<file path="src/rtl/rgmii_rx_frame_checker_pkg.sv">
// Shared constants, status-word bit positions and state encoding for the
// RGMII receive frame checker.
package rgmii_rx_pkg;

  localparam logic [7:0]  PREAMBLE_BYTE = 8'h55;
  localparam logic [7:0]  SFD_BYTE      = 8'hD5;
  localparam logic [31:0] CRC_INIT      = 32'hFFFF_FFFF;
  localparam logic [31:0] CRC_POLY      = 32'hEDB8_8320;
  localparam logic [31:0] CRC_RESIDUE   = 32'hDEBB_20E3;

  // Highest preamble count before an SFD is mandatory.
  localparam logic [2:0]  PRE_MAX       = 3'd7;

  localparam int STAT_W       = 21;
  localparam int STAT_LEN_MSB = 15;
  localparam int STAT_CRC_OK  = 16;
  localparam int STAT_RX_ERR  = 17;
  localparam int STAT_RUNT    = 18;
  localparam int STAT_GIANT   = 19;
  localparam int STAT_ABORTED = 20;

  typedef enum logic [1:0] {
    IDLE     = 2'd0,
    PREAMBLE = 2'd1,
    DATA     = 2'd2,
    DROP     = 2'd3
  } rx_state_e;

endpackage

</file>
<file path="src/rtl/rgmii_rx_frame_checker_crc32_d8.sv">
// Combinational byte-wide step of the reflected Ethernet CRC-32 (LSB first).
module crc32_d8
  import rgmii_rx_pkg::*;
(
  input  logic [31:0] crc_in,
  input  logic [7:0]  data_in,
  output logic [31:0] crc_out
);

  logic [31:0] c;

  always_comb begin
    c = crc_in;
    for (int i = 0; i < 8; i++) begin
      c = (c >> 1) ^ (CRC_POLY & {32{c[0] ^ data_in[i]}});
    end
    crc_out = c;
  end

endmodule

</file>
<file path="config.mk">
export PLATFORM = sky130hd
export DESIGN_NAME = crc32_d8
export DESIGN_NICKNAME = d
export VERILOG_FILES = /design/src/rtl/rgmii_rx_frame_checker_pkg.sv /design/src/rtl/rgmii_rx_frame_checker_crc32_d8.sv
export SDC_FILE = /design/constraint.sdc
export NUM_CORES = 1
export LEC_CHECK = 0
export CELL_PAD_IN_SITES_DETAIL_PLACEMENT = 1
export CELL_PAD_IN_SITES_GLOBAL_PLACEMENT = 2
export CORE_UTILIZATION = 23
export DETAILED_ROUTE_END_ITERATION = 8
export MAX_ROUTING_LAYER = met4
export PLACE_DENSITY_LB_ADDON = 0.1
export SETUP_SLACK_MARGIN = 0.2
export SYNTH_ARGS = -nofsm -noshare
export SYNTH_HDL_FRONTEND = slang
export SYNTH_SLANG_ARGS = --single-unit
</file>
<file path="constraint.sdc">
create_clock -name vclk -period 7.4
set_input_delay 2.22 -clock vclk [all_inputs]
set_output_delay 2.22 -clock vclk [all_outputs]
set_load 0.1 [all_outputs]
</file>
### After elaboration in Yosys (flattened, before gate mapping)

Cells that the tools add are included.

* output and inout bits: 32
* logic and storage cells: 16
* input port bits: 40
* register bits: 0

* bitwise operators: 16

Operators by type and width (count)
* $xor 31x32->32: 8
* $xor 1x1->1: 8

### Depth between registers and ports, before layout

Gate-level depths: netlist (run 1).

* word-level depth: 16
* depth in mapped cells: 3
* gate-level depth less buffers: 3

### Least setup slack after synthesis (run 1)

Ideal clock, no wire load.

* path type: in2out
* start point: input crc_in[7]
* end point: output crc_out[29]
* path slack: 527 ps
* data required time: 5180 ps
* path buffers: 0
* stages: 3
* data arrival time: 4653 ps
* path through: xnor2_1 -> xor3_2 -> xnor2_1

* word-level cells in the longest chain between the ends: 9

Ends and longest elaborated chain
* from (decl): RTL line rgmii_rx_frame_checker_crc32_d8.sv:5 `input logic [31:0] crc_in,`
* $xor 31x32->32 (7 in a row): RTL line rgmii_rx_frame_checker_crc32_d8.sv:15 `c = (c >> 1) ^ (CRC_POLY & {32{c[0] ^ data_in[i]}});`
* $xor 1x1->1: RTL line rgmii_rx_frame_checker_crc32_d8.sv:15
* $xor 31x32->32: RTL line rgmii_rx_frame_checker_crc32_d8.sv:15
* to (decl): RTL line rgmii_rx_frame_checker_crc32_d8.sv:7 `output logic [31:0] crc_out`

Every way passes these cells.

### Worst setup path in the final report (run 1)

* start point: input data_in[1]
* end point: output crc_out[21]

* word-level cells in the longest chain between the ends: 9

Ends and longest elaborated chain
* from (decl): RTL line rgmii_rx_frame_checker_crc32_d8.sv:6 `input logic [7:0] data_in,`
* $xor 1x1->1 *: RTL line rgmii_rx_frame_checker_crc32_d8.sv:15
* $xor 31x32->32 * (6 in a row): RTL line rgmii_rx_frame_checker_crc32_d8.sv:15
* $xor 1x1->1: RTL line rgmii_rx_frame_checker_crc32_d8.sv:15
* $xor 31x32->32 *: RTL line rgmii_rx_frame_checker_crc32_d8.sv:15

Every way passes the cells marked *; elsewhere a longest branch is shown, timed or not.

==> metrics.txt, run 1 <==
status complete, no violations; Core ar. 0.004029 mm2; Slew @ Worst Pin 0.5881 ns; Slew Limit Fails 0; per-cell routed wire length 12.32 um; chip height 66.93 um; hold bufs inserted after CTS 0; RSZ-0062 raised after global routing false; Buffers on Ports 72; Post-DRT Antenna Nets 0; setup bufs post-CTS 0; critical path endpoint category output pin; pin count of the biggest net entering global routing 9; final setup fails 0; CP required 5.18 ns; Arr. time, crit path 4.29 ns; drt first pass iters 3; Syn Nets 106; Layout Cells excl Fill 188; vias in the first global route 773; HPWL after DPL 2.017 mm; Nets 180; first-pass GRT wire length 3.498 mm; Final GP Congestion 0.5871; layout cell share with drive strength beyond 1 34.78%; Fmax 153.6 MHz; FF+latch area 0 um2; setup TNS 0 ns; crit-path max cell delay 0.60 ns; cells along the critical path clkdlybuf4s50_1 > xnor2_4 > xor3_2 > xnor3_1 > buf_12; crit path kind primary input to output pin; antenna cells 0; Hold Crit Depth 3; die width 66.93 um; Max-Cap Viols 0; area grow syn2layout 75.10%; placed cells 188; via count 737; # rows 23; post-synthesis sequential area ratio 0%; Syn Inst Count 66; crit path capture crc_out[21]; Congestion Overflow GR 0; Max Fanout on Critical Path 7; GRT Util Overall 10.31%; normalized max-slew margin 60.51%; IO Pins 72; drt total wl 2.317 mm; Syn. warnings 0; die area 0.004480 mm2; DRC viols 0; Worst Setup Start Kind primary input; Syn Std Cell Area 969.7 um2; syn_area_per_cell 14.69 um2; Initial Util 24.07%; flip-flop and latch count 0; slowest stage cell, crit path xor3_2; Final Critical Period 6.511 ns; number of gates resized after CTS 0; CP Launch Point data_in[1]; initial antenna violation count 0; worst hold path type primary input to output pin; Hold WS 5.202 ns; Final Hold Fails 0; via/cell ratio 3.920; clock buffer count 0; initial drt markers 4; library cells used by synthesis 11; Final Cycle Share 87.99%
through the flow:
stage                     worst slack (ns)  instance area, um2  utilization (%)
after floorplan                     0.5265               969.7                -
after global placement              0.8671                1698            42.14
after detailed placement            0.8508                1698            42.14
after CTS                           0.8454                1698            42.14
after global routing                0.8133                1698            42.14
final                               0.8886                1698            42.14
final cells by class:
| cell class | instances | area (um2) |
|---|---|---|
| fill | 441 | 2331 |
| inverter | 1 | 3.754 |
| multi-input combinational | 65 | 965.9 |
| tap | 50 | 62.56 |
| timing repair buffer | 72 | 665.6 |
metal layers:
| metal | vias to the layer above | part of all wire [%] | GRT usage (%) |
|---|---|---|---|
| met2 | 43 | 51 | 19.44 |
| met1 | 334 | 38 | 12.02 |
| met3 | 0 | 11 | 1.712 |
| met5 | - | 0 | - |
| met4 | 0 | 0 | 0 |
| li1 | 360 | - | - |
worst max-delay path, delay by kind of cell:
| family | cells | cell delay (ns) |
|---|---|---|
| xor gates and xnor gates | 3 | 1.39 |
| buffers and inverters | 2 | 0.68 |
cells in the final DEF (no fill, tap or decap), drive strengths merged:
| master | instances |
|---|---|
| clkdlybuf4s50 | 40 |
| xnor2 | 38 |
| buf | 32 |
| xor2 | 10 |
| xnor3 | 10 |
| xor3 | 7 |
| inv | 1 |
cells by family after synthesis:
logic type / synth area share (%)
XOR/XNOR: 99.61
buffers and inverters: 0.3867
Yosys cell counts:
| cell type | count | share of area, % |
|---|---|---|
| xnor3_2 | 2 | 4.9 |
| xor2_1 | 9 | 8.1 |
| xnor2_4 | 6 | 17 |
| xor3_4 | 4 | 11 |
| inv_1 | 1 | 0.39 |
| xor3_2 | 1 | 2.6 |
| xnor3_1 | 8 | 19 |
| xnor2_2 | 2 | 3.4 |
| xnor2_1 | 30 | 27 |
| xor2_2 | 1 | 1.7 |
| xor3_1 | 2 | 4.9 |
worst min-delay path by stage:
stage | start | end
5_1_grt | crc_in[15] | crc_out[7]
3_3_place_gp | crc_in[8] | crc_out[0]
4_1_cts | crc_in[15] | crc_out[7]
6_report | crc_in[15] | crc_out[7]
2_1_floorplan | crc_in[15] | crc_out[7]
3_5_place_dp | crc_in[20] | crc_out[12]
Power of run 1 is left out: the tool's default activity adds up to more than one toggle a clock period on the data nets, which glitch-free logic cannot reach.
==> run 2, diff against run 1 <==
==> config.mk (replaced) <==
export PLATFORM = sky130hd
export DESIGN_NAME = crc32_d8
export DESIGN_NICKNAME = d
export VERILOG_FILES = /design/src/rtl/rgmii_rx_frame_checker_pkg.sv /design/src/rtl/rgmii_rx_frame_checker_crc32_d8.sv
export SDC_FILE = /design/constraint.sdc
export NUM_CORES = 1
export LEC_CHECK = 0
export CAP_MARGIN = 20
export CORE_UTILIZATION = 39
export DETAILED_ROUTE_END_ITERATION = 8
export PLACE_DENSITY = 0.9
export SETUP_SLACK_MARGIN = 0.2
export SYNTH_ARGS = -nofsm -noshare
export SYNTH_HDL_FRONTEND = slang
export SYNTH_SLANG_ARGS = --single-unit
==> metrics.txt, run 2 (same netlist as run 1, synthesis figures left out) <==
Final GP Congestion 0.6910 (was 0.5871); GRT Util Overall 15.97% (was 10.31%); fin area 0.001645 mm2 (was 0.001698 mm2); area grow syn2layout 69.68% (was 75.10%); Nets 180 (unchanged); chip height 51.87 um (was 66.93 um); slowest stage cell, crit path xor3_2 (unchanged); HPWL after DPL 1.901 mm (was 2.017 mm); kind of cell adding the most delay to the critical path XOR/XNOR gates (unchanged); RSZ-0062 raised after global routing false (unchanged); Final Hold Fails 0 (unchanged); setup bufs post-CTS 0 (unchanged); Post-DRT Antenna Nets 0 (unchanged); Hold WS 5.203 ns (was 5.202 ns); Congestion Overflow GR 0 (unchanged); flip-flop and latch count 0 (unchanged); pin count of the biggest net entering global routing 9 (unchanged); # rows 17 (was 23); Arr. time, crit path 4.28 ns (was 4.29 ns); die width 51.87 um (was 66.93 um); status complete, no violations (unchanged); Fmax 153.9 MHz (was 153.6 MHz); layout cell share with drive strength beyond 1 34.78% (unchanged); Max-Cap Viols 0 (unchanged); per-cell routed wire length 12.81 um (was 12.32 um); via count 741 (was 737); DRC viols 0 (unchanged); Final Cycle Share 87.80% (was 87.99%); Max Fanout on Critical Path 7 (unchanged); drt first pass iters 3 (unchanged); via/cell ratio 4.464 (was 3.920); cells along the critical path clkdlybuf4s50_1 > xnor2_4 > xor3_2 > xnor3_1 > buf_4 (was clkdlybuf4s50_1 > xnor2_4 > xor3_2 > xnor3_1 > buf_12); Placed Area 0.001645 mm2 (was 0.001698 mm2); crit-path max cell delay 0.60 ns (about the same); worst hold path startpoint crc_in[17] (was crc_in[15]); CP required 5.18 ns (about the same); Worst Path Buf+Inv 2 (unchanged); die area 0.002690 mm2 (was 0.004480 mm2); critical path endpoint category output pin (unchanged); Fill cells 174 (was 441); Worst Setup Start Kind primary input (unchanged); normalized max-slew margin 59.12% (was 60.51%); first-pass GRT wire length 3.291 mm (was 3.498 mm); antenna cells 0 (unchanged); commonest non-fill, non-tap cell in the layout clkdlybuf4s50_1 (unchanged); worst hold path type primary input to output pin (unchanged); initial drt markers 5 (was 4); hold bufs inserted after CTS 0 (unchanged); Buffers on Ports 72 (unchanged); Final Critical Period 6.498 ns (was 6.511 ns); Slew Limit Fails 0 (unchanged); drt total wl 2.126 mm (was 2.317 mm); number of gates resized after CTS 0 (unchanged); CP Launch Point data_in[1] (unchanged); Slew @ Worst Pin 0.6089 ns (was 0.5881 ns); fin util 72.29% (was 42.14%); setup TNS 0 ns (unchanged); final setup fails 0 (unchanged); FF+latch area 0 um2 (unchanged); commonest non-fill, non-tap cells in the layout clkdlybuf4s50_1, buf_4, xnor2_1, xor2_1, xnor3_1 (was clkdlybuf4s50_1, xnor2_1, buf_4, xor2_1, xnor3_1); crit path kind primary input to output pin (unchanged); clock buffer count 0 (unchanged); Core ar. 0.002276 mm2 (was 0.004029 mm2); initial antenna violation count 0 (unchanged); vias in the first global route 755 (was 773); IO Pins 72 (unchanged); Initial Util 42.61% (was 24.07%)
## run 2: cell type report
cell class	count	area, um2	area share, %
Tap cell	28	35.03	2.129
Multi-Input combinational cell	65	965.9	58.71
Inverter	1	3.754	0.2281
Timing Repair Buffer	72	640.6	38.94
## run 2: path summary, 6_finish.rpt
path / end / slack, ns / depth (start not counted)
max: crc_out[19] / 0.90 / 5
min: crc_out[9] / 5.20 / 3
## run 2: metal layers
| layer | routed length [um] | track usage (%) | up-vias |
|---|---|---|---|
| met5 | 0 | 0 | - |
| met4 | 0 | 0 | 0 |
| met3 | 189 | 2.924 | 0 |
| met2 | 1175 | 32.26 | 41 |
| met1 | 761 | 17.90 | 340 |
| li1 | - | - | 360 |
## run 2: tightest hold or removal path, cell delays in order
cell	delay (ns)
clkdlybuf4s50_1	0.47
xnor2_1	0.07
buf_4	0.22
## run 2: per-stage QoR
stage / cells / setup slack (ns)
floorplan: 66 / 0.5265
global placement: 166 / 0.9445
detailed placement: 166 / 0.8981
CTS: 166 / 0.8923
global route: 166 / 0.8073
finish: 166 / 0.9025
Power of run 2 is left out for the same reason.
==> run 3, diff against run 2 <==
--- a/config.mk
+++ b/config.mk
@@ -6,9 +6,11 @@
 export NUM_CORES = 1
 export LEC_CHECK = 0
 export CAP_MARGIN = 20
+export CORE_MARGIN = 8
 export CORE_UTILIZATION = 39
 export DETAILED_ROUTE_END_ITERATION = 8
 export PLACE_DENSITY = 0.9
+export RECOVER_POWER = 100
 export SETUP_SLACK_MARGIN = 0.2
 export SYNTH_ARGS = -nofsm -noshare
 export SYNTH_HDL_FRONTEND = slang
==> metrics.txt, run 3 (same netlist as run 1, synthesis figures left out) <==
chip height 65.87 um (was 51.87 um); worst hold path type primary input to output pin (unchanged); status complete, no violations (unchanged); # rows 18 (was 17); setup bufs post-CTS 0 (unchanged); drt total wl 2.465 mm (was 2.126 mm); number of gates resized after CTS 0 (unchanged); layout cell share with drive strength beyond 1 25.18% (was 34.78%); final setup fails 0 (unchanged); slowest stage cell, crit path xnor2_1 (was xor3_2); Post-DRT Antenna Nets 0 (unchanged); RSZ-0062 raised after global routing false (unchanged); Max Fanout on Critical Path 6 (was 7); Buffers on Ports 72 (unchanged); Final GP Congestion 0.6957 (was 0.6910); Final Critical Period 6.846 ns (was 6.498 ns); Final Cycle Share 92.51% (was 87.80%); Max-Cap Viols 0 (unchanged); Arr. time, crit path 4.63 ns (was 4.28 ns); Nets 181 (was 180); first-pass GRT wire length 4.015 mm (was 3.291 mm); area grow syn2layout 59.35% (was 69.68%); Worst Setup Start Kind primary input (unchanged); crit path kind primary input to output pin (unchanged); via/cell ratio 4.367 (was 4.464); DRC viols 0 (unchanged); normalized max-slew margin 21.14% (was 59.12%); Worst Path Buf+Inv 2 (unchanged); initial drt markers 11 (was 5); Final Hold Fails 0 (unchanged); pin count of the biggest net entering global routing 9 (unchanged); critical path endpoint category output pin (unchanged); clock buffer count 0 (unchanged); crit-path max cell delay 0.63 ns (was 0.60 ns); CP Depth 5 (unchanged); antenna cells 0 (unchanged); kind of cell adding the most delay to the critical path XOR/XNOR gates (unchanged); commonest non-fill, non-tap cells in the layout clkdlybuf4s50_1, xnor2_1, buf_4, clkbuf_2, xnor3_1 (was clkdlybuf4s50_1, buf_4, xnor2_1, xor2_1, xnor3_1); vias in the first global route 852 (was 755); die width 65.87 um (was 51.87 um); setup TNS 0 ns (unchanged); Fmax 146.1 MHz (was 153.9 MHz); GRT Util Overall 11.20% (was 15.97%); Slew @ Worst Pin 1.188 ns (was 0.6089 ns); IO Pins 72 (unchanged); per-cell routed wire length 14.59 um (was 12.81 um); Hold WS 5.204 ns (was 5.203 ns); CP required 5.18 ns (about the same); worst hold path startpoint crc_in[19] (was crc_in[17]); flip-flop and latch count 0 (unchanged); Congestion Overflow GR 0 (unchanged); Core ar. 0.002410 mm2 (was 0.002276 mm2); crit path capture crc_out[17] (was crc_out[19]); HPWL after DPL 2.259 mm (was 1.901 mm); initial antenna violation count 0 (unchanged); drt first pass iters 2 (was 3); CP Launch Point data_in[3] (was data_in[1]); die area 0.004338 mm2 (was 0.002690 mm2); via count 738 (was 741); Slew Limit Fails 0 (unchanged); hold bufs inserted after CTS 0 (unchanged); Initial Util 40.24% (was 42.61%); FF+latch area 0 um2 (unchanged); commonest non-fill, non-tap cell in the layout clkdlybuf4s50_1 (unchanged); cells along the critical path clkdlybuf4s50_1 > xnor2_1 > xnor3_1 > xor3_1 > clkbuf_2 (was clkdlybuf4s50_1 > xnor2_4 > xor3_2 > xnor3_1 > buf_4)
[run 3: tightest hold or removal path, stage by stage]
cell and delay, ns:
clkdlybuf4s50_1 0.47, xnor2_1 0.07, buf_4 0.23
[run 3: cell type report]
cell class,count,area [um2]
Multi-Input combinational cell,65,909.6
Timing Repair Buffer,73,594.3
Fill cell,206,864.6
Tap cell,30,37.54
Inverter,1,3.754
[run 3: how the worst min path moves through the flow]
stage                             end  slack [ns]  cells after the start
after floorplan            crc_out[7]        4.89                      1
after global placement     crc_out[0]        5.20                      3
after detailed placement  crc_out[11]        5.21                      3
after CTS                 crc_out[11]        5.21                      3
after global routing      crc_out[11]        5.22                      3
final                     crc_out[11]        5.20                      3
[run 3: per-stage QoR]
step / utilization (%) / worst slack, ns / std cells / cell area (um2)
floorplan: - / 0.5265 / 66 / 969.7
global placement: 68.69 / 0.9520 / 169 / 1655
detailed placement: 68.69 / 0.9269 / 169 / 1655
CTS: 68.69 / 0.9135 / 169 / 1655
global route: 64.12 / 0.4202 / 169 / 1545
finish: 64.12 / 0.5543 / 169 / 1545
[run 3: layer usage]
metal | track usage [%] | part of all wire [%] | routed length (um) | vias to the layer above
met5 | 0 | 0 | 0 | -
met4 | 0 | 0 | 0 | 0
met3 | 4.237 | 12 | 288 | 0
met2 | 21.56 | 53 | 1299 | 40
met1 | 11.79 | 36 | 877 | 336
li1 | - | - | - | 362
Power of run 3 is left out for the same reason.
